File: config.mk
export PLATFORM = sky130hd
export DESIGN_NAME = pe_scheduler
export DESIGN_NICKNAME = d
export VERILOG_FILES = /design/src/rtl/pe_sched_pkg.sv /design/src/rtl/pe_scheduler_rr_arbiter.sv /design/src/rtl/pe_scheduler.sv
export SDC_FILE = /design/constraint.sdc
export NUM_CORES = 1
export LEC_CHECK = 0
export ABC_AREA = 1
export CELL_PAD_IN_SITES_DETAIL_PLACEMENT = 0
export CELL_PAD_IN_SITES_GLOBAL_PLACEMENT = 2
export CORE_MARGIN = 10
export CORE_UTILIZATION = 29
export CTS_CLUSTER_DIAMETER = 150
export DETAILED_ROUTE_END_ITERATION = 8
export GPL_TIMING_DRIVEN = 0
export PLACE_DENSITY_LB_ADDON = 0.1
export SLEW_MARGIN = 40
export SYNTH_ARGS = -nofsm -noshare
export SYNTH_HDL_FRONTEND = slang
export SYNTH_SLANG_ARGS = --single-unit
File: constraint.sdc
create_clock -name clk -period 27.6 [get_ports clk]
set_clock_uncertainty 0.05 [all_clocks]
set_input_delay 5.52 -clock clk [delete_from_list [all_inputs] [get_ports clk]]
set_output_delay 5.52 -clock clk [all_outputs]
set_load 0.1 [all_outputs]
File: src/rtl/pe_sched_pkg.sv
// Shared definitions for the PE scheduler: default PE geometry and the
// issue tag that travels alongside every operation through the PE.
package pe_sched_pkg;

  localparam int unsigned PRECISION_DEF       = 32;
  localparam int unsigned NUM_REQ_DEF         = 4;
  // Latencies of the PE cores this scheduler is paired with.
  localparam int unsigned MULT_LAT_DEF        = 10;
  localparam int unsigned ADD_LAT_DEF         = 25;
  localparam int unsigned MAX_OUTSTANDING_DEF = 8;

  // The index field is sized for the largest supported requester count (8),
  // so one tag type serves every legal NUM_REQ.
  localparam int unsigned TAG_IDX_W = 3;

  typedef struct packed {
    logic                 valid;
    logic [TAG_IDX_W-1:0] index;
  } tag_t;

endpackage

File: src/rtl/pe_scheduler_rr_arbiter.sv
// Round-robin arbiter: combinational one-hot grant to the first requesting
// index at or after the pointer; the pointer moves past the winner.
module rr_arbiter #(
  parameter int unsigned N  = 4,
  localparam int unsigned IW = (N > 1) ? $clog2(N) : 1
) (
  input  logic          clk_i,
  input  logic          rst_i,
  input  logic [N-1:0]  req_i,
  output logic [N-1:0]  gnt_o,
  output logic          gnt_valid_o,
  output logic [IW-1:0] gnt_idx_o
);

  logic [IW-1:0] ptr_q;
  logic [IW-1:0] ptr_d;
  logic [IW:0]   sum_s;
  logic [IW-1:0] cand_s;

  // Scan from the pointer upward, wrapping, and grant the first requester.
  always_comb begin
    gnt_o       = '0;
    gnt_valid_o = 1'b0;
    gnt_idx_o   = '0;
    sum_s       = '0;
    cand_s      = '0;
    for (int k = 0; k < int'(N); k++) begin
      sum_s = {1'b0, ptr_q} + (IW+1)'(k);
      if (sum_s >= (IW+1)'(N)) begin
        sum_s = sum_s - (IW+1)'(N);
      end else begin
        sum_s = sum_s;
      end
      cand_s = sum_s[IW-1:0];
      if (!gnt_valid_o && req_i[cand_s]) begin
        gnt_valid_o   = 1'b1;
        gnt_idx_o     = cand_s;
        gnt_o[cand_s] = 1'b1;
      end else begin
        gnt_valid_o = gnt_valid_o;
      end
    end
  end

  // Next pointer: one past the winner, modulo N; unchanged without a grant.
  always_comb begin
    if (!gnt_valid_o) begin
      ptr_d = ptr_q;
    end else if (gnt_idx_o == IW'(N-1)) begin
      ptr_d = '0;
    end else begin
      ptr_d = gnt_idx_o + IW'(1);
    end
  end

  // Pointer register.
  always_ff @(posedge clk_i or posedge rst_i) begin
    if (rst_i) begin
      ptr_q <= '0;
    end else begin
      ptr_q <= ptr_d;
    end
  end

endmodule

File: src/rtl/pe_scheduler.sv
// PE scheduler: shares one pipelined multiply/subtract PE among NUM_REQ
// requesters. Each issue carries a tag through a fixed-latency pipeline so
// the product and the difference are routed back to the issuing requester.
// Optional statistics counters are built when PE_SCHED_STATS_EN is defined.
module pe_scheduler
  import pe_sched_pkg::*;
#(
  parameter int unsigned PRECISION       = PRECISION_DEF,
  parameter int unsigned NUM_REQ         = NUM_REQ_DEF,
  parameter int unsigned MULT_LAT        = MULT_LAT_DEF,
  parameter int unsigned ADD_LAT         = ADD_LAT_DEF,
  parameter int unsigned MAX_OUTSTANDING = MAX_OUTSTANDING_DEF
) (
  input  logic                           clk,
  input  logic                           rst,
  input  logic [NUM_REQ-1:0]             req_valid,
  output logic [NUM_REQ-1:0]             req_ready,
  input  logic [NUM_REQ*PRECISION-1:0]   req_a,
  input  logic [NUM_REQ*PRECISION-1:0]   req_b,
  input  logic [NUM_REQ*PRECISION-1:0]   req_c,
  output logic [PRECISION-1:0]           pe_a,
  output logic [PRECISION-1:0]           pe_b,
  output logic [PRECISION-1:0]           pe_c,
  input  logic [PRECISION-1:0]           pe_mult_result,
  input  logic [PRECISION-1:0]           pe_add_result,
  output logic [NUM_REQ-1:0]             mult_valid,
  output logic [PRECISION-1:0]           mult_data,
  output logic [NUM_REQ-1:0]             add_valid,
  output logic [PRECISION-1:0]           add_data,
  output logic                           busy
`ifdef PE_SCHED_STATS_EN
  ,
  output logic [NUM_REQ*32-1:0]          stat_issue_cnt,
  output logic [31:0]                    stat_stall_cnt
`endif
);

  localparam int unsigned IDX_W = (NUM_REQ > 1) ? $clog2(NUM_REQ) : 1;
  localparam int unsigned CNT_W = $clog2(MAX_OUTSTANDING + 1);

  function automatic logic [NUM_REQ-1:0] tag_onehot(input tag_t t);
    logic [NUM_REQ-1:0] oh;
    oh = '0;
    for (int i = 0; i < int'(NUM_REQ); i++) begin
      oh[i] = t.valid && (t.index == TAG_IDX_W'(i));
    end
    return oh;
  endfunction

  logic [NUM_REQ-1:0]   eligible_s;
  logic [NUM_REQ-1:0]   gnt_s;
  logic                 gnt_valid_s;
  logic [IDX_W-1:0]     gnt_idx_s;
  logic [PRECISION-1:0] sel_a_s, sel_b_s, sel_c_s;
  tag_t                 new_tag_s;
  logic [NUM_REQ-1:0]   pop_s;
  logic                 busy_s;

  logic [PRECISION-1:0] pe_a_q, pe_b_q;
  logic [PRECISION-1:0] c_q [MULT_LAT+1];
  tag_t                 tag_q [ADD_LAT+1];
  logic [CNT_W-1:0]     out_q [NUM_REQ];
  logic [CNT_W-1:0]     out_d [NUM_REQ];
  logic [NUM_REQ-1:0]   mult_valid_q, mult_valid_d;
  logic [NUM_REQ-1:0]   add_valid_q, add_valid_d;
  logic [PRECISION-1:0] mult_data_q, mult_data_d;
  logic [PRECISION-1:0] add_data_q, add_data_d;

  // A requester competes only while it has headroom below its in-flight cap.
  always_comb begin
    for (int i = 0; i < int'(NUM_REQ); i++) begin
      eligible_s[i] = req_valid[i] && (out_q[i] < CNT_W'(MAX_OUTSTANDING));
    end
  end

  rr_arbiter #(.N(NUM_REQ)) u_arb (
    .clk_i       (clk),
    .rst_i       (rst),
    .req_i       (eligible_s),
    .gnt_o       (gnt_s),
    .gnt_valid_o (gnt_valid_s),
    .gnt_idx_o   (gnt_idx_s)
  );

  assign req_ready = gnt_s;

  // Operand mux driven by the one-hot grant; zero when nothing is issued.
  always_comb begin
    sel_a_s = '0;
    sel_b_s = '0;
    sel_c_s = '0;
    for (int i = 0; i < int'(NUM_REQ); i++) begin
      sel_a_s = sel_a_s | (req_a[i*PRECISION +: PRECISION] & {PRECISION{gnt_s[i]}});
      sel_b_s = sel_b_s | (req_b[i*PRECISION +: PRECISION] & {PRECISION{gnt_s[i]}});
      sel_c_s = sel_c_s | (req_c[i*PRECISION +: PRECISION] & {PRECISION{gnt_s[i]}});
    end
    new_tag_s.valid = gnt_valid_s;
    new_tag_s.index = TAG_IDX_W'(gnt_idx_s);
  end

  // Result routing: taps at the product and difference depths, and the
  // requester whose operation leaves the pipeline this cycle.
  always_comb begin
    mult_valid_d = tag_onehot(tag_q[MULT_LAT]);
    add_valid_d  = tag_onehot(tag_q[ADD_LAT]);
    pop_s        = add_valid_d;
    mult_data_d  = tag_q[MULT_LAT].valid ? pe_mult_result : '0;
    add_data_d   = tag_q[ADD_LAT].valid  ? pe_add_result  : '0;
  end

  // In-flight counters: +1 on grant, -1 as the tag leaves; both cancel.
  always_comb begin
    for (int i = 0; i < int'(NUM_REQ); i++) begin
      if (gnt_s[i] && !pop_s[i]) begin
        out_d[i] = out_q[i] + CNT_W'(1);
      end else if (!gnt_s[i] && pop_s[i]) begin
        out_d[i] = out_q[i] - CNT_W'(1);
      end else begin
        out_d[i] = out_q[i];
      end
    end
  end

  // Busy while any tag, counter, or just-registered result is live.
  always_comb begin
    busy_s = (|mult_valid_q) || (|add_valid_q);
    for (int k = 0; k <= int'(ADD_LAT); k++) begin
      busy_s = busy_s || tag_q[k].valid;
    end
    for (int i = 0; i < int'(NUM_REQ); i++) begin
      busy_s = busy_s || (out_q[i] != '0);
    end
  end

  // Datapath and tag pipelines; C is delayed to meet the product.
  always_ff @(posedge clk or posedge rst) begin
    if (rst) begin
      pe_a_q       <= '0;
      pe_b_q       <= '0;
      mult_valid_q <= '0;
      add_valid_q  <= '0;
      mult_data_q  <= '0;
      add_data_q   <= '0;
      for (int k = 0; k <= int'(MULT_LAT); k++) c_q[k]   <= '0;
      for (int k = 0; k <= int'(ADD_LAT); k++)  tag_q[k] <= '0;
      for (int i = 0; i < int'(NUM_REQ); i++)   out_q[i] <= '0;
    end else begin
      pe_a_q       <= sel_a_s;
      pe_b_q       <= sel_b_s;
      mult_valid_q <= mult_valid_d;
      add_valid_q  <= add_valid_d;
      mult_data_q  <= mult_data_d;
      add_data_q   <= add_data_d;
      c_q[0]       <= sel_c_s;
      for (int k = 1; k <= int'(MULT_LAT); k++) c_q[k] <= c_q[k-1];
      tag_q[0]     <= new_tag_s;
      for (int k = 1; k <= int'(ADD_LAT); k++) tag_q[k] <= tag_q[k-1];
      for (int i = 0; i < int'(NUM_REQ); i++)  out_q[i] <= out_d[i];
    end
  end

  assign pe_a       = pe_a_q;
  assign pe_b       = pe_b_q;
  assign pe_c       = c_q[MULT_LAT];
  assign mult_valid = mult_valid_q;
  assign mult_data  = mult_data_q;
  assign add_valid  = add_valid_q;
  assign add_data   = add_data_q;
  assign busy       = busy_s;

`ifdef PE_SCHED_STATS_EN
  logic [31:0] issue_cnt_q [NUM_REQ];
  logic [31:0] stall_cnt_q;

  // Grant counters per requester and a count of contended idle cycles.
  always_ff @(posedge clk or posedge rst) begin
    if (rst) begin
      stall_cnt_q <= '0;
      for (int i = 0; i < int'(NUM_REQ); i++) issue_cnt_q[i] <= '0;
    end else begin
      if ((|req_valid) && !gnt_valid_s) begin
        stall_cnt_q <= stall_cnt_q + 32'd1;
      end else begin
        stall_cnt_q <= stall_cnt_q;
      end
      for (int i = 0; i < int'(NUM_REQ); i++) begin
        if (gnt_s[i]) begin
          issue_cnt_q[i] <= issue_cnt_q[i] + 32'd1;
        end else begin
          issue_cnt_q[i] <= issue_cnt_q[i];
        end
      end
    end
  end

  // Flatten the counters onto the statistics ports.
  always_comb begin
    for (int i = 0; i < int'(NUM_REQ); i++) begin
      stat_issue_cnt[i*32 +: 32] = issue_cnt_q[i];
    end
  end

  assign stat_stall_cnt = stall_cnt_q;
`endif

endmodule

==> flow_metrics.env, run 1 <==
export IMPL_outcome="finished clean"
export IMPL_synth_distinct_cells=30
export IMPL_synth_area_sq_mm=0.0202
export IMPL_viasPerCell=3.91
export IMPL_rows=96
export IMPL_maxSlewViolCount=0
export IMPL_nNetsFinal=3038
export IMPL_slowest_delay_ns=0.49
export IMPL_initial_core_util_pct=29.3
export IMPL_numPortBuffers=626
export IMPL_worstPathArrival_ns=7.96
export IMPL_start_kind="input pin"
export IMPL_hold_viol=0
export IMPL_setup_worst_path_start="req_valid[1]"
export IMPL_io_pin_count=627
export IMPL_cpMostUsedCell="nand2_1"
export IMPL_die_area_sq_mm=0.0805
export IMPL_die_x_um=284
export IMPL_die_h_um=284
export IMPL_crit_fanout=11
export IMPL_finalPower_mw=4.01
export IMPL_wire_per_inst_um=18.1
export IMPL_grt_pass1_vias=15024
export IMPL_syn_inst=1857
export IMPL_critPathTopFamily="buffers and inverters"
export IMPL_drc=0
export IMPL_tightest_slew_ns=0.599
export IMPL_areaGrowthSynthToFinish_pct=44.6
export IMPL_drive_above_1_share_pct=14.9
export IMPL_powerDensity_mw_per_mm2=137
export IMPL_via_count=13861
export IMPL_post_cts_buffers=0
export IMPL_path_clk_slew_ns=0.06
export IMPL_crit_path_end_kind="output pin"
export IMPL_finalSetupViolCount=0
export IMPL_cts_htree_levels=3
export IMPL_synth_warnings=0
export IMPL_period_needed_ns=13.54
export IMPL_cts_sinks=584
export IMPL_path_cells="clkdlybuf4s50_1 -> nand3_1 -> nand2_1 -> nand2_1 -> nand2_1 -> nand3_2 -> nor2_1 -> nor2_1 -> nand2_2 -> buf_2 -> buf_2"
export IMPL_ys_seq_area_share_pct=72.4
export IMPL_critPathKind="in2out"
export IMPL_worstReg2RegStart="u_arb.ptr_q[0]"
export IMPL_clk_latency_ns=0.58
export IMPL_path_buf_inv=3
export IMPL_final_antenna_net_count=0
export IMPL_drtIter0Drc=574
export IMPL_gp_congestion=0.903
export IMPL_tritoncts="yes"
export IMPL_hold_class="reg2reg"
export IMPL_syn_avg_cell_area_sq_um=10.9
export IMPL_grt_antenna_before_repair=19
export IMPL_hp_start="c_q[112]"
export IMPL_holdBufCountCts=0
export IMPL_synth_seq_cells=584
export IMPL_maxSlewHeadroom_pct=60.4
export IMPL_grt_max_degree=79
export IMPL_power_leakage_nw=15.1
export IMPL_grt_ovfl_total=0
export IMPL_peakVddDrop_v=0.0000547
export IMPL_cts_buffers=66
export IMPL_fin_ws_ns=14.07
export IMPL_ctsResizeCount=0
export IMPL_synthesis_nets=2336
export IMPL_cts_max_path_buffers=3
export IMPL_grt_pass1_wl_mm=96.7
export IMPL_max_cap_viol_count=0
export IMPL_post_route_period_util_pct=49.0
export IMPL_crit_required_ns=22.03
export IMPL_max_freq_ghz=0.0739
export IMPL_crit_slowest_cell="buf_2"
export IMPL_dp_hpwl_mm=49.9
export IMPL_routed_wl_mm=64.1
export IMPL_rsz0062_at_grt="false"
export IMPL_first_pass_iters=6
export IMPL_gr_usage_all_layers_pct=15.9
export IMPL_cts_root_buf="clkbuf_16"
export IMPL_fp_coreArea_sq_mm=0.0688
export IMPL_pre_cts_slack_ns=14.00
-- cells in the final DEF (no fill, tap or decap), types with 7 or more instances in the layout --
master / netlist / layout
nor4_1: 11 / 11
clkbuf_1: 8 / 17
buf_16: 0 / 8
ha_1: 21 / 21
clkdlybuf4s50_1: 0 / 453
clkbuf_16: 0 / 67
a21oi_1: 7 / 7
buf_2: 24 / 197
clkbuf_8: 0 / 10
nand3_1: 20 / 20
nor2_1: 18 / 18
diode_2: 0 / 7
clkinv_2: 0 / 14
o21ai_0: 7 / 7
xnor2_1: 8 / 8
buf_6: 9 / 9
inv_1: 283 / 282
nor3_1: 9 / 9
buf_4: 38 / 38
nand2_1: 764 / 764
dfrtp_1: 584 / 584
nand2_2: 15 / 15
-- final timing paths --
path	slack, ns	cells past startpoint	endpoint
worst min register to register	0.28	0	c_q[80]
worst max-delay path	14.07	11	req_ready[1]
max in group asynchronous	20.40	6	c_q[298]
worst min-delay path	0.28	0	c_q[80]
worst max register to register	23.57	19	out_q[7]
min in group asynchronous	5.35	2	pe_c[15]
-- layout make-up --
class | count | area [sq um]
Tap cell | 931 | 1160
Clock buffer | 86 | 1850
Inverter | 285 | 1080
Antenna cell | 7 | 17.5
Sequential cell | 584 | 14600
Fill cell | 6674 | 39700
Buffer | 80 | 552
Clock inverter | 30 | 337
Timing Repair Buffer | 634 | 5620
Multi-Input combinational cell | 908 | 3940
-- layer usage --
metal | track usage (%) | vias up | wire [um]
li1 | - | 6820 | -
met1 | 17.8 | 6546 | 24700
met2 | 27.8 | 390 | 32800
met3 | 6.61 | 83 | 5360
met4 | 4.03 | 22 | 1060
met5 | 0 | - | 165
-- where the power goes --
part / internal, mW / switching (mW)
Sequential: 1.21 / 0.106
Clock: 0.515 / 0.351
Combinational: 0.453 / 1.37
Total: 2.18 / 1.82
-- flip-flops by register name (all words and copies together) (netlist names) --
register	cells
c_q	320
tag_q	78
add_data	32
mult_data	32
pe_a	32
pe_b	32
pe_c	32
out_q	16
add_valid	4
mult_valid	4
u_arb.ptr_q	2
-- cell usage after synthesis (all sizes together) --
cell type | number | area [sq um]
nand3 | 24 | 140
a21o | 4 | 30.0
nor3 | 9 | 45.0
a21oi | 7 | 35.0
nand4 | 1 | 6.26
inv | 285 | 1070
xor2 | 4 | 35.0
fa | 4 | 80.1
o21ai | 7 | 35.0
clkbuf | 8 | 30.0
a22oi | 1 | 7.51
buf | 72 | 522
dfrtp | 584 | 14600
o211ai | 1 | 7.51
and3 | 1 | 6.26
nand2 | 780 | 2970
nor2 | 19 | 78.8
nor4 | 11 | 68.8
nand3b | 2 | 15.0
ha | 21 | 263
xnor2 | 8 | 70.1
mux2 | 4 | 45.0
-- per-stage QoR --
stage	utilization [%]	instance area (sq um)	TNS [ns]	hold slack [ns]	std cells
finish	42.4	29200	0	0.280	3545
global route	42.4	29200	0	0.293	3542
CTS	42.4	29200	0	0.287	3538
detailed placement	39.2	27000	0	0.285	3422
global placement	40.1	27600	-521.04	0.282	3414
floorplan	-	20200	0	0.281	1857
-- cells by family (layout without fill, tap and decap cells) --
logic type	Yosys count	after routing	synth area share, %
adder cells (fa/ha/maj)	25	25	1.70
AND/OR/NAND/NOR	847	847	16.5
buffers and inverters	365	1115	8.04
other	0	7	0
flip-flops	584	584	72.4
XOR/XNOR	12	12	0.521
multiplexers	4	4	0.223
AO/OA/AOI/OAI	20	20	0.571
Note: power is estimated with default switching activity, not from simulation.
==> inputs of run 2 (changes only) <==
clock period = 13.7 ns   (was 27.6 ns; I/O delays follow)
==> flow_metrics.env, run 2 (synthesis gave the netlist of run 1 again) <==
export IMPL_die_h_um=284
export IMPL_dp_cells=3442
export IMPL_hold_depth=0
export IMPL_grt_antenna_before_repair=29
export IMPL_routed_wl_mm=65.9
export IMPL_final_common_cell="nand2_1"
export IMPL_cts_htree_levels=2
export IMPL_start_kind="input pin"
export IMPL_via_count=14054
export IMPL_worstPathArrival_ns=5.20
export IMPL_hp_start="c_q[54]"
export IMPL_powerDensity_mw_per_mm2=275
export IMPL_rsz0062_at_grt="false"
export IMPL_path_cells="clkdlybuf4s50_1 -> nand3_1 -> nand2_1 -> nand2_1 -> nand2_1 -> nand3_2 -> nor2_1 -> nor2_1 -> nand2_2 -> buf_2 -> buf_2"
export IMPL_cts_root_buf="clkbuf_16"
export IMPL_final_antenna_net_count=0
export IMPL_slowest_delay_ns=0.50
export IMPL_cpMostUsedCell="nand2_1"
export IMPL_max_cap_viol_count=0
export IMPL_crit_slowest_cell="buf_2"
export IMPL_layoutNonFillerInstCount=3570
export IMPL_initial_core_util_pct=29.3
export IMPL_die_area_sq_mm=0.0805
export IMPL_nNetsFinal=3052
export IMPL_maxSlewViolCount=0
export IMPL_grt_pass1_wl_mm=98.1
export IMPL_tritoncts="yes"
export IMPL_n_fill_cell=6641
export IMPL_grt_max_degree=28
export IMPL_crit_required_ns=10.91
export IMPL_regArea_sq_mm=0.0146
export IMPL_finalSetupViolCount=0
export IMPL_critPathKind="in2out"
export IMPL_viasPerCell=3.94
export IMPL_maxSlewHeadroom_pct=59.4
export IMPL_crit_fanout=11
export IMPL_cts_buffers=60
export IMPL_grt_pass1_vias=15079
export IMPL_power_leakage_nw=15.3
export IMPL_worstReg2RegStart="u_arb.ptr_q[0]"
export IMPL_period_needed_ns=7.99
export IMPL_largest_register="c_q"
export IMPL_fin_ws_ns=5.71
export IMPL_outcome="finished clean"
export IMPL_cts_sinks=584
export IMPL_fp_coreArea_sq_mm=0.0688
export IMPL_hold_class="reg2reg"
export IMPL_min_to="pe_c[22]"
export IMPL_drtIter0Drc=645
export IMPL_post_route_period_util_pct=58.3
export IMPL_post_cts_buffers=0
export IMPL_drive_above_1_share_pct=15.5
export IMPL_tns_ns=0
export IMPL_hold_viol=0
export IMPL_max_freq_ghz=0.125
export IMPL_holdWs_ns=0.286
export IMPL_reg2reg_slack_ns=9.71
export IMPL_path_clk_slew_ns=0.06
export IMPL_numPortBuffers=626
export IMPL_rows=96
export IMPL_dp_hpwl_mm=52.9
export IMPL_first_pass_iters=4
export IMPL_cts_max_path_buffers=3
export IMPL_largest_reg_flops=320
export IMPL_io_pin_count=627
export IMPL_peakVddDrop_v=0.000165
export IMPL_finalPower_mw=8.14
export IMPL_drc=0
export IMPL_ff2ff_path_depth=19
export IMPL_holdBufCountCts=0
export IMPL_wire_per_inst_um=18.5
export IMPL_grt_ovfl_total=0
export IMPL_crit_path_end_kind="output pin"
export IMPL_top_regs="c_q (320), tag_q (78)"
export IMPL_tightest_slew_ns=0.614
export IMPL_pre_cts_slack_ns=5.67
export IMPL_die_x_um=284
export IMPL_gp_congestion=0.917
export IMPL_clk_latency_ns=0.61
export IMPL_ctsResizeCount=0
export IMPL_areaGrowthSynthToFinish_pct=47.0
export IMPL_final_cell_mix="nand2_1 (764), dfrtp_1 (584), clkdlybuf4s50_1 (453)"
export IMPL_gr_usage_all_layers_pct=16.3
export IMPL_r2r_end="out_q[7]"
export IMPL_multi_input_area_sq_mm=0.00394
## run 2: cell types whose count changed in the layout (fill, tap and decap cells not counted), moves of 3 or more
cell / change
buf_12: +11
diode_2: +11
buf_16: +8
clkbuf_16: -6
clkbuf_8: +6
clkinv_2: -6
bufinv_16: +5
clkbuf_1: -3
clkinv_8: -3
## run 2: through the flow
step / instance area [sq um] / util (%)
3_3_place_gp: 27600 / 40.1
3_5_place_dp: 27400 / 39.8
4_1_cts: 29600 / 43.0
2_1_floorplan: 20200 / -
5_1_grt: 29600 / 43.1
6_report: 29700 / 43.1
## run 2: critical path: cells and delay by family
kind          cells  cell delay (ns)
buf+inv           3             1.38
simple gates      8             1.06
## run 2: cell type report
cell class,count,area share (%)
Sequential cell,584,49.3
Timing Repair Buffer,654,20.5
Multi-Input combinational cell,908,13.3
Clock buffer,83,5.97
Tap cell,931,3.93
Inverter,285,3.62
Buffer,80,1.86
Clock inverter,27,1.40
Antenna cell,18,0.152
## run 2: layer usage
| metal | track usage (%) | vias to the layer above | wire length [um] | part of all wire [%] |
|---|---|---|---|---|
| li1 | - | 6843 | - | - |
| met5 | 0 | - | 165 | 0.25 |
| met3 | 7.49 | 136 | 6520 | 9.9 |
| met2 | 26.8 | 477 | 32000 | 49 |
| met4 | 6.80 | 26 | 2220 | 3.4 |
| met1 | 18.0 | 6572 | 24900 | 38 |
## run 2: worst max-delay path by stage
stage / from / to / slack, ns / depth (start not counted)
6_report: req_valid[3] / req_ready[2] / 5.71 / 11
5_1_grt: req_valid[3] / req_ready[0] / 5.48 / 11
4_1_cts: req_valid[3] / req_ready[0] / 5.66 / 11
3_5_place_dp: req_valid[3] / req_ready[0] / 5.67 / 11
3_3_place_gp: rst / pe_a[28] / -0.42 / 2
2_1_floorplan: rst / add_data[0] / 2.95 / 1
## run 2: power by group
| group | total [mW] | switching [mW] | internal (mW) |
|---|---|---|---|
| registers | 2.66 | 0.215 | 2.45 |
| clock network | 1.75 | 0.679 | 1.07 |
| logic | 3.73 | 2.80 | 0.928 |
